--- src/rtl/uart_receiver.sv ---
// 8N1 UART receiver: synchronises the serial line, samples each bit at mid-period
// and presents good bytes as a one-cycle pulse; a low stop bit reports a framing error.
module uart_receiver #(
  parameter int comm_clk_frequency = 75000000,
  parameter int baud_rate          = 115200
) (
  input  logic       clk,
  input  logic       reset,
  input  logic       uart_rx,
  output logic       tx_new_byte,
  output logic [7:0] tx_byte,
  output logic       framing_error,
  output logic       busy
);

  localparam logic [15:0] BAUD_DELAY = 16'(comm_clk_frequency / baud_rate - 1);
  localparam logic [15:0] HALF_DELAY = BAUD_DELAY / 16'd2;

  typedef enum logic [2:0] {
    S_IDLE,
    S_START,
    S_DATA,
    S_STOP,
    S_BREAK
  } state_t;

  state_t      r_state;
  logic [1:0]  r_sync;
  logic [15:0] r_cnt;
  logic [2:0]  r_bit_idx;
  logic [7:0]  r_shift;
  logic [7:0]  r_tx_byte;
  logic        r_tx_new_byte;
  logic        r_framing_error;
  logic        r_busy;
  logic        w_rx_s;

  assign w_rx_s        = r_sync[1];
  assign tx_new_byte   = r_tx_new_byte;
  assign tx_byte       = r_tx_byte;
  assign framing_error = r_framing_error;
  assign busy          = r_busy;

  always_ff @(posedge clk) begin
    if (reset) begin
      r_state         <= S_IDLE;
      r_sync          <= 2'b11;
      r_cnt           <= 16'd0;
      r_bit_idx       <= 3'd0;
      r_shift         <= 8'd0;
      r_tx_byte       <= 8'd0;
      r_tx_new_byte   <= 1'b0;
      r_framing_error <= 1'b0;
      r_busy          <= 1'b0;
    end else begin
      r_sync          <= {r_sync[0], uart_rx};
      r_tx_new_byte   <= 1'b0;
      r_framing_error <= 1'b0;
      r_cnt           <= r_cnt + 16'd1;
      case (r_state)
        S_IDLE: begin
          r_cnt <= 16'd0;
          // The cycle that first sees the low line is tick 0 of the start bit,
          // so START begins at 1 to keep all sample points on t0+half+k*B.
          if (!w_rx_s) begin
            r_state <= S_START;
            r_cnt   <= 16'd1;
            r_busy  <= 1'b1;
          end
        end
        S_START: begin
          if (r_cnt == HALF_DELAY) begin
            r_cnt <= 16'd0;
            if (!w_rx_s) begin
              r_state   <= S_DATA;
              r_bit_idx <= 3'd0;
            end else begin
              r_state <= S_IDLE;
              r_busy  <= 1'b0;
            end
          end
        end
        S_DATA: begin
          if (r_cnt == BAUD_DELAY) begin
            r_cnt   <= 16'd0;
            r_shift <= {w_rx_s, r_shift[7:1]};
            if (r_bit_idx == 3'd7) begin
              r_state <= S_STOP;
            end else begin
              r_bit_idx <= r_bit_idx + 3'd1;
            end
          end
        end
        S_STOP: begin
          if (r_cnt == BAUD_DELAY) begin
            r_cnt <= 16'd0;
            if (w_rx_s) begin
              r_tx_byte     <= r_shift;
              r_tx_new_byte <= 1'b1;
              r_state       <= S_IDLE;
              r_busy        <= 1'b0;
            end else begin
              r_framing_error <= 1'b1;
              r_state         <= S_BREAK;
            end
          end
        end
        S_BREAK: begin
          // A held-low line stays here so it yields one error, not a stream of 0x00 bytes.
          if (w_rx_s) begin
            r_state <= S_IDLE;
            r_cnt   <= 16'd0;
            r_busy  <= 1'b0;
          end
        end
        default: begin
          r_state <= S_IDLE;
          r_busy  <= 1'b0;
        end
      endcase
    end
  end

endmodule

--- config.mk ---
export PLATFORM = sky130hd
export DESIGN_NAME = uart_receiver
export DESIGN_NICKNAME = d
export VERILOG_FILES = /design/src/rtl/uart_receiver.sv
export SDC_FILE = /design/constraint.sdc
export NUM_CORES = 1
export LEC_CHECK = 0
export BUFFER_PORTS_ARGS = -buffer_cell sky130_fd_sc_hd__buf_2
export CORE_UTILIZATION = 53
export DETAILED_ROUTE_END_ITERATION = 7
export PLACE_DENSITY = 0.74
export SETUP_SLACK_MARGIN = 0.3
export SLEW_MARGIN = 20
export SYNTH_ARGS = -nofsm -noshare
export SYNTH_HDL_FRONTEND = slang
export SYNTH_SLANG_ARGS = --single-unit
--- constraint.sdc ---
create_clock -name clk -period 1.69 [get_ports clk]
set_input_delay 0.2535 -clock clk [delete_from_list [all_inputs] [get_ports clk]]
set_output_delay 0.2535 -clock clk [all_outputs]
set_load 0.005 [all_outputs]
==> metrics.txt <==
Hold WS=0.0756 ns; DRC Markers=0; status=complete, but fails checks; worst skew pair latency=0.35 ns; clock-pin transition on the worst setup and hold timing paths=0.13 ns; Detailed Route WL=3750 um; critical path peak fanout=3; Total GRT Usage=21.0%; Register Area=875 um^2; Seq cells post-synth=43; Pre-antenna DRT Iters=4; drt first-iter violations=55; Final Max Slew Viols=0; via density per instance=5.45; IO buf count=13; initial antenna violation count=0; leakage=0.833 nW; max_cap viols=0; warnings from Yosys=0; clk buf depth=2; overall die width=62.0 um; vias=1,499; peak supply drop=0.000642 V; cell count after synthesis=203; failing checks=negative setup slack; clock sink total=43; post-route ant nets=0; Hold Fails Final Rpt=0; Power Density=774 mW/mm^2; Max-slew headroom=66.1%; global-route wire length before repair=5900 um; Area Growth Syn to Fin=20.9%; DR WL/cell=13.6 um; H-tree depth=2; Setup crit start kind=flop; worst slew pin tran=0.509 ns; register area share after synthesis=45.1%; Tcrit/Tclk final=102%; Worst Clk Skew=0.00925 ns; TritonCTS buffer count=5; critical path class=flop to flop; unrepaired setup endpoints after global routing=true; CP Data Required Time=1.97 ns; total negative slack=-0.239 ns; Tmin final=1.73 ns; Initial Util=56.4%; num rows=21; clock root buffer=clkbuf_4; worst path arrival time=2.02 ns; cell area after synthesis=0.00191 mm^2; final setup violation count=17; final setup margin=-0.0420 ns; antenna fix cells=0; TritonCTS clock tree=built; crit path capture type=flop; pre-CTS WS=-0.0136 ns; multi-input logic area=0.00108 mm^2; Layout fillers=259; worst hold path type=input port to flop; die area=0.00385 mm^2; GRT overflow=0; share of cells above drive strength 1=27.9%; nets=236; Detail Placement HPWL=2590 um; Top Ports=14; syn_nets=211; Yosys cell types=39; # hold bufs at CTS=0; core area=0.00339 mm^2; Pwr Total=1.79 mW; fmax=0.577 GHz; Mean Syn Cell Area=9.41 um^2; final core occ=68.1%; Die Span Y=62.0 um; number of global-route vias before repair=1,399; Placer Congestion=0.790; largest net degree at the start of global routing=33
## worst paths after layout
path / startpoint / to / slack, ns / cells past startpoint
setup reg to reg: r_bit_idx[1] / r_bit_idx[0] / -0.04 / 7
hold / removal: uart_rx / r_sync[0] / 0.08 / 2
hold reg to reg: r_sync[0] / r_sync[1] / 0.43 / 1
setup / recovery: r_bit_idx[1] / r_bit_idx[0] / -0.04 / 7
## per-layer routing
| layer | up-vias | part of all wire [%] | GRT usage [%] |
|---|---|---|---|
| met5 | - | 0 | 0 |
| met4 | 0 | 1.4 | 9.84 |
| met3 | 7 | 3.5 | 5.80 |
| met2 | 29 | 48 | 34.7 |
| met1 | 711 | 46 | 25.4 |
| li1 | 752 | - | - |
## cell type report
type | instances | share of cell area (%)
Timing Repair Buffer | 25 | 8.34
Multi-Input combinational cell | 149 | 46.7
Clock buffer | 6 | 2.22
Inverter | 4 | 0.650
Clock inverter | 2 | 1.68
Sequential cell | 43 | 37.9
Tap cell | 46 | 2.49
## cell families (layout without fill, tap and decap cells)
logic type | Yosys count | after routing | share of synthesized area [%]
DFF | 43 | 43 | 45.1
adders and majority gates | 5 | 5 | 3.27
AOI/OAI and AO/OA | 19 | 19 | 6.81
and+or+nand+nor | 94 | 94 | 27.2
muxes | 16 | 16 | 8.38
buffers and inverters | 11 | 37 | 2.42
xor gates and xnor gates | 15 | 15 | 6.88
## synth_stat cells, drive strengths merged
master	count	area (um^2)
o22a	1	8.76
or2	4	25.0
inv	4	15.0
o21a	1	7.51
dfxtp	43	861
buf	2	12.5
nor2b	3	18.8
a21o	2	15.0
o32ai	2	17.5
nor4	3	48.8
nand4	6	37.5
nand3	7	35.0
a22o	1	10.0
nor3	3	15.0
and3	1	6.26
nor3b	1	7.51
xor2	11	96.3
and4bb	1	12.5
and4b	1	10.0
or3	1	6.26
nand2	13	48.8
and4	4	37.5
a211oi	1	7.51
clkbuf	5	18.8
a22oi	1	7.51
nor2	39	161
a211o	1	8.76
o22ai	2	12.5
o21ai	3	15.0
nand2b	5	31.3
a21oi	4	20.0
xnor2	4	35.0
and3b	2	17.5
ha	5	62.6
mux2i	16	160
## critical path, stage by stage (launching register included)
cell      delay (ns)
dfxtp_2         0.36
ha_4            0.16
ha_4            0.15
nand2b_4        0.13
or3_4           0.39
o21ai_2         0.08
nand4_1         0.18
o22ai_1         0.21
## stage by stage
step,cells,area (um^2)
final,275,2310
after global routing,275,2310
after CTS,275,2250
after detailed placement,264,2120
after global placement,264,2120
after floorplan,203,1940
## placed cells by master, fill, tap and decap left out, types with 2 or more instances in the layout
cell,synthesis,final
or2_2,4,4
nand3_1,7,7
dfxtp_1,43,34
buf_2,1,13
and3b_1,2,2
xor2_1,11,11
clkbuf_4,0,5
nand2_1,13,13
mux2i_1,16,16
a21o_1,2,2
nor3_1,3,2
and4_2,2,2
nor2_1,37,36
nand4_1,6,6
a21oi_1,4,4
o32ai_1,2,2
xnor2_1,4,4
and4_1,2,2
nor4_4,2,2
inv_1,4,3
buf_12,0,3
buf_4,1,9
nor2b_1,3,3
nor2_4,2,2
ha_4,0,2
dfxtp_2,0,8
nand2b_1,5,4
ha_1,5,3
## flip-flops by register name, indices dropped and copies added, names as in the netlist
| name | count |
|---|---|
| busy | 1 |
| framing_error | 1 |
| r_bit_idx | 3 |
| r_cnt | 16 |
| r_shift | 8 |
| r_state | 3 |
| r_sync | 2 |
| tx_byte | 8 |
| tx_new_byte | 1 |
## what timing repair did
| item | CTS | global route |
|---|---|---|
| gates cloned | 0 | 0 |
| buffers inserted | 3 | 0 |
| gates resized for setup | 5 | 10 |
| pin swaps | 7 | 5 |
| setup endpoints to repair | 40 | 41 |
## power breakdown
group | switching (mW) | total [mW] | internal, mW
Combinational | 0.0368 | 0.0639 | 0.0271
Sequential | 0.00882 | 1.03 | 1.02
Clock | 0.339 | 0.696 | 0.357
Total | 0.384 | 1.79 | 1.40
Note: power is estimated with default switching activity, not from simulation.
